[config.mk]
export PLATFORM = sky130hd
export DESIGN_NAME = serial_pkt_ctrl
export DESIGN_NICKNAME = d
export VERILOG_FILES = /design/src/rtl/serial_pkt_ctrl.sv
export SDC_FILE = /design/constraint.sdc
export NUM_CORES = 1
export LEC_CHECK = 0
export ABC_AREA = 1
export BUFFER_PORTS_ARGS = -buffer_cell sky130_fd_sc_hd__buf_4
export CAP_MARGIN = 30
export CELL_PAD_IN_SITES_DETAIL_PLACEMENT = 2
export CELL_PAD_IN_SITES_GLOBAL_PLACEMENT = 2
export CORE_MARGIN = 8
export CORE_UTILIZATION = 29
export CTS_CLUSTER_SIZE = 28
export DETAILED_ROUTE_END_ITERATION = 6
export PLACE_DENSITY_LB_ADDON = 0.1
export RECOVER_POWER = 100
export SLEW_MARGIN = 40
export SYNTH_ARGS = -nofsm -noshare
export SYNTH_HDL_FRONTEND = slang
export SYNTH_SLANG_ARGS = --single-unit
[constraint.sdc]
create_clock -name clk_50 -period 1.4 [get_ports clk_50]
set_input_delay 0.14 -clock clk_50 [delete_from_list [all_inputs] [get_ports clk_50]]
set_output_delay 0.14 -clock clk_50 [all_outputs]
set_load 0.01 [all_outputs]
[src/rtl/serial_pkt_ctrl.sv]
// Serial packet framer: hunts for a header byte in a bit stream, then emits one
// FIFO write per payload byte with done/type/overflow reporting.
module serial_pkt_ctrl #(
  parameter int unsigned PAYLOAD_BYTES = 4,
  parameter logic [7:0]  HDR_A         = 8'hA5,
  parameter logic [7:0]  HDR_B         = 8'hC3
) (
  input  logic       clk_50,
  input  logic       reset,
  input  logic       serial_data,
  input  logic       data_ena,
  input  logic       fifo_full,
  input  logic       clear_ovf,
  output logic       wr,
  output logic [7:0] wr_data,
  output logic       pkt_type,
  output logic       pkt_done,
  output logic       overflow,
  output logic       busy
);

  localparam int unsigned BYTE_W  = 8;
  localparam int unsigned HUNT_W  = 4;
  localparam int unsigned BIT_W   = 3;
  localparam int unsigned CNT_W   = 8;
  localparam logic [CNT_W-1:0]  LAST_BYTE = CNT_W'(PAYLOAD_BYTES - 1);
  localparam logic [HUNT_W-1:0] HUNT_MAX  = HUNT_W'(8);

  typedef enum logic {HUNT, PAYLOAD} state_t;

  state_t              state;
  // Only the 7 most recent bits are kept; the 8th is serial_data itself.
  logic [BYTE_W-2:0]   sr;
  logic [HUNT_W-1:0]   hunt_cnt;
  logic [BIT_W-1:0]    bit_cnt;
  logic [CNT_W-1:0]    byte_cnt;
  logic [BYTE_W-1:0]   window;

  assign window = {sr, serial_data};

  always_ff @(posedge clk_50) begin
    if (reset) begin
      state    <= HUNT;
      sr       <= '0;
      hunt_cnt <= '0;
      bit_cnt  <= '0;
      byte_cnt <= '0;
      wr       <= 1'b0;
      wr_data  <= '0;
      pkt_type <= 1'b0;
      pkt_done <= 1'b0;
      overflow <= 1'b0;
      busy     <= 1'b0;
    end else begin
      wr       <= 1'b0;
      pkt_done <= 1'b0;
      if (clear_ovf) overflow <= 1'b0;

      if (data_ena) begin
        sr <= window[BYTE_W-2:0];
        case (state)
          HUNT: begin
            if (hunt_cnt != HUNT_MAX) hunt_cnt <= hunt_cnt + HUNT_W'(1);
            if ((hunt_cnt >= HUNT_W'(7)) && ((window == HDR_A) || (window == HDR_B))) begin
              pkt_type <= (window == HDR_B);
              state    <= PAYLOAD;
              bit_cnt  <= '0;
              byte_cnt <= '0;
              busy     <= 1'b1;
            end
          end
          PAYLOAD: begin
            bit_cnt <= bit_cnt + BIT_W'(1);
            // Byte boundary: either commit the byte or abort on a full FIFO.
            if (bit_cnt == BIT_W'(7)) begin
              bit_cnt <= '0;
              if (fifo_full) begin
                overflow <= 1'b1;
                state    <= HUNT;
                hunt_cnt <= '0;
                busy     <= 1'b0;
              end else begin
                wr       <= 1'b1;
                wr_data  <= window;
                byte_cnt <= byte_cnt + CNT_W'(1);
                if (byte_cnt == LAST_BYTE) begin
                  pkt_done <= 1'b1;
                  state    <= HUNT;
                  hunt_cnt <= '0;
                  busy     <= 1'b0;
                end
              end
            end
          end
          default: state <= HUNT;
        endcase
      end
    end
  end

endmodule

# After elaboration in Yosys (flattened, before gate mapping)
# Index checks and enable logic that the tools add are counted.
# W data, S select, Z words.
[totals]
inputBits = 6
regBits = 36
[op_classes]
n_lt_le_gt_ge = 1
eq_ne = 10
bitwise = 4
reduce_logical = 10
mux = 29
addsub = 3
[ops]
columns = ["operator", "count"]
rows = [
  ["$mux W8", 3],
  ["$eq A8 B8 Y1 const B", 2],
  ["$mux W4", 4],
  ["$pmux W8 S2", 1],
  ["$reduce_and A4 Y1", 4],
  ["$mux W1", 15],
  ["$add A8 B1 Y8 const B", 1],
  ["$eq A8 B2 Y1 const B", 1],
  ["$pmux W4 S2", 1],
  ["$mux W3", 2],
  ["$ne A2 B2 Y1 const B", 3],
  ["$pmux W3 S2", 1],
  ["$reduce_or A5 Y1", 1],
  ["$add A4 B1 Y4 const B", 1],
  ["$ge A4 B3 Y1 const B", 1],
  ["$ne A4 B4 Y1 const B", 1],
  ["$not A1 Y1", 4],
  ["$pmux W1 S2", 2],
  ["$reduce_or A4 Y1", 1],
  ["$add A3 B1 Y3 const B", 1],
  ["$eq A3 B3 Y1 const B", 1],
  ["$ne A3 B2 Y1 const B", 1],
  ["$reduce_and A3 Y1", 1],
  ["$ne A2 B1 Y1 const B", 1],
  ["other kinds (3)", 3],
]

# Depth between registers and ports, before layout
[logic_depth]
word_depth = 5
mapped_depth = 11
ltp_nobuf = 11

# Worst setup path after synthesis
# Ideal clock, no wire load.
[synth_path]
path_kind = "reg-to-reg"
start = "register bit_cnt[0]"
end = "register wr_data[5]"
setup_time_ns = 0.134
slack_ns = -0.024
stages_incl_launch_ff = 10
period_less_slack_ns = 1.424
arrival_time_ns = 1.290
n_path_buf = 1
cell_sequence = "dfxtp_1 ha_1 ha_1 nand2_1 inv_1 nand2_2 inv_2 buf_4 nor2_1 a211oi_2"
[synth_via]
elab_chain_len = 2
[synth_lines]
columns = ["item", "line", "source"]
rows = [
  ["from (decl)", "35", "logic [BIT_W-1:0] bit_cnt;"],
  ["from (signal assigned)", "73", "bit_cnt <= bit_cnt + BIT_W'(1);"],
  ["$eq A3 B3 Y1", "75", "if (bit_cnt == BIT_W'(7)) begin"],
  ["$reduce_and A4 Y1 (no source line)", "--", ""],
  ["to (signal assigned)", "84", "wr_data <= window;"],
  ["to (decl)", "15", "output logic [7:0] wr_data,"],
]
# Every way passes these cells.
# A chain may end at the register's enable or synchronous reset.

# Worst setup path in the final report
[layout_path]
start = "register hunt_cnt[0]"
end = "register byte_cnt[6]"
[layout_via]
elab_chain_len = 4
[layout_lines]
columns = ["item", "line", "source"]
rows = [
  ["from (decl)", "34", "logic [HUNT_W-1:0] hunt_cnt;"],
  ["from (signal assigned)", "63", "if (hunt_cnt != HUNT_MAX) hunt_cnt <= hunt_cnt + HUNT_W'(1);"],
  ["$ge A4 B3 Y1", "64", "if ((hunt_cnt >= HUNT_W'(7)) && ((window == HDR_A) || (window == HDR_B))) begin"],
  ["$logic_and A1 B1 Y1", "64", ""],
  ["$ne A2 B2 Y1 (no source line)", "--", ""],
  ["$reduce_and A4 Y1 (no source line)", "--", ""],
  ["to (signal assigned)", "85", "byte_cnt <= byte_cnt + CNT_W'(1);"],
  ["to (decl)", "36", "logic [CNT_W-1:0] byte_cnt;"],
]
# Every way passes these cells.

==> impl_results.md <==
* Status: finished with violations
* Failing checks: negative setup slack
* Sequential area share after synthesis at 41.6%
* Area of the mapped netlist at 0.00173 mm²
* Final setup viols at 11
* Layout cell share with drive strength beyond 1 at 32.6%
* Global Route Usage Sum at 12.8%
* Synth Warn # at 0
* Detailed placement HPWL at 3890 µm
* Bufs on Longest Clock Path at 2
* Placer Congestion at 0.756
* CTS tree: built
* CP max FO at 6
* R2R setup slack at -0.04 ns
* Clk sinks at 36
* Final min period at 1.44 ns
* Final WL at 5370 µm
* Crit path from: hunt_cnt[0]
* N_diodes at 0
* Reg2reg path depth at 11
* Hold_ws at 0.110 ns
* Least-Margin Pin Slew at 0.436 ns
* Die Wd at 93.3 µm
* Core Rows at 28
* Nets at 311
* CTS Root Cell: clkbuf_8
* Boundary Pins at 19
* Hold Crit Depth at 2
* Vias in the first global route at 1,869
* Reg2Reg Launch Point: hunt_cnt[0]
* Synth-to-Final Area Change at 40.2%
* Port bufs at 18
* Critical Path Sink: byte_cnt[6]
* Worst EP required at 1.59 ns
* CP Launch Type: register
* CTS Buf Count at 5
* Final ANT Viol Nets at 0
* Most frequent cells after synthesis: nand2_1 (46), nor2_1 (41), dfxtp_1 (36)
* First-pass GRT wire length at 8870 µm
* R2R Path End: byte_cnt[6]
* # DRC at 0
* Post-synth net total at 254
* Critical path class: reg -> reg
* Most frequent cell after synthesis: nand2_1
* Initial antenna violation count at 0
* Initial cell density of the core at 29.6%
* Initial drt markers at 29
* Vias per cell at 4.65
* Placed Instance Area at 0.00216 mm²
* Flop and latch count out of synthesis at 36
* CP Capture Type: register
* Core Area at 0.00585 mm²
* Drt pass-1 iters at 3
* # H-tree levels at 2
* Tcrit/Tclk final at 103%
* Die area at 0.00870 mm²
* RSZ-0062 raised after global routing: true
* Clock slew seen by the registers of the worst setup and hold paths at 0.08 ns
* Slew HR at 70.9%
* Max Clock Freq at 0.694 GHz
* Top_reg_cell synth: dfxtp_1
* Area leader, netlist: dfxtp_1
* Largest net degree at the start of global routing at 22
* Ranking of synthesized cells by area: dfxtp_1 (42%), nand2_1 (10%), nor2_1 (8.9%)
* Area of the multi-input gates at 981 µm²
* Fill count at 705
* Worst-skew pair later-pin latency at 0.29 ns
* Design area at 0.00243 mm²
* Mapped Cells at 243
* Share of the synthesized area in the top cell type at 41.6%
* Synth cell types at 29
* Worst vdd ir at 351 µV
* Die Height at 93.3 µm
* Slew Viols, Final at 0
* EDFF count, synth at 0
* Syn avg cell area at 7.13 µm²
* Clock Skew at 0.00543 ns
* Tot Pwr at 2.11 mW
* FF/Latch Area at 728 µm²
* Max-cap viol count at 0
* Gr ovfl total at 0
* Worst EP arrival at 1.63 ns
* Wire length per cell at 14.3 µm
* Synth async-reset ratio at 0%
* Via total after detailed routing at 1,750
* Final Hold Fails at 0
* Pwr dens at 869 mW/mm²
* Hold_buf cts at 0
* Hold/Removal Path Class: in -> reg
* P_leak at 1.01 nW
* Fin worst setup slack at -0.0411 ns
-- worst max-delay path, cell delays in order, from the launching register on --
cell,delay [ns]
dfxtp_2,0.36
ha_4,0.14
nand2_2,0.05
nand2_1,0.06
nand2_1,0.07
nor2_2,0.13
nand2_2,0.08
nand2_4,0.12
buf_6,0.13
nand3_1,0.06
nand2_1,0.06
nor2_1,0.05
-- layout by cell type (no fill, tap or decap), drive strengths merged, types with 5 or more instances in the layout --
cell / instances
buf: 44
a211oi: 6
nand2: 50
nand3: 20
dfxtp: 36
a21oi: 24
o21ai: 14
ha: 5
nor2: 45
clkbuf: 21
inv: 27
-- state kept, by name, indices dropped and copies added (netlist names) --
register and flops:
sr 7, state 1, pkt_done 1, byte_cnt 8, busy 1, pkt_type 1
overflow 1, bit_cnt 3, wr_data 8, hunt_cnt 4, wr 1
-- what timing repair did --
action | CTS | global route
endpoints found under the setup margin | 22 | 27
gates resized for setup | 16 | 34
pin swaps | 5 | 10
buffers inserted | 2 | 5
-- power by group --
part / internal [mW] / switching, mW
logic: 0.0494 / 0.0858
clock network: 0.529 / 0.390
registers: 1.04 / 0.0130
total: 1.62 / 0.489
-- area by class of cell --
class / count / area share, %
tap: 75 / 3.87
timing repair buffer: 59 / 16.8
inverter: 27 / 4.48
clock buffer: 6 / 2.99
clock inverter: 2 / 1.44
multi-input combinational: 171 / 40.4
sequential: 36 / 30.0
-- kinds of logic after synthesis --
| group | count (synthesis) | synth area share [%] |
|---|---|---|
| AND/OR/NAND/NOR | 119 | 30.3 |
| AO/OA/AOI/OAI | 46 | 14.9 |
| buffers and inverters | 36 | 9.03 |
| flip-flops | 36 | 41.6 |
| adder cells (fa/ha/maj) | 5 | 3.61 |
| XOR/XNOR | 1 | 0.506 |
-- worst min path at each step --
| stage | start | to | slack, ns |
|---|---|---|---|
| global route | data_ena | sr[2] | 0.12 |
| CTS | data_ena | sr[2] | 0.10 |
| global placement | clear_ovf | overflow | 0.40 |
| detailed placement | data_ena | sr[2] | 0.42 |
| finish | data_ena | sr[2] | 0.11 |
| floorplan | reset | pkt_done | 0.22 |
-- stage by stage --
stage	setup TNS, ns	utilization (%)	worst slack [ns]	cells
after global placement	-0.506	37.0	-0.0644	361
after floorplan	0	-	0.0161	243
final	-0.257	41.5	-0.0411	376
after global routing	-2.06	41.5	-0.151	376
after CTS	-0.0817	39.9	-0.0168	371
after detailed placement	-0.764	37.0	-0.0807	361
-- per-layer routing --
| layer | vias up | global-route usage, % | wire length (µm) |
|---|---|---|---|
| li1 | 897 | - | - |
| met1 | 834 | 14.4 | 2410 |
| met4 | 0 | 5.64 | 88 |
| met3 | 7 | 2.72 | 103 |
| met2 | 12 | 22.5 | 2770 |
| met5 | - | 0 | 0 |
Power figures use the tool's default switching activity.
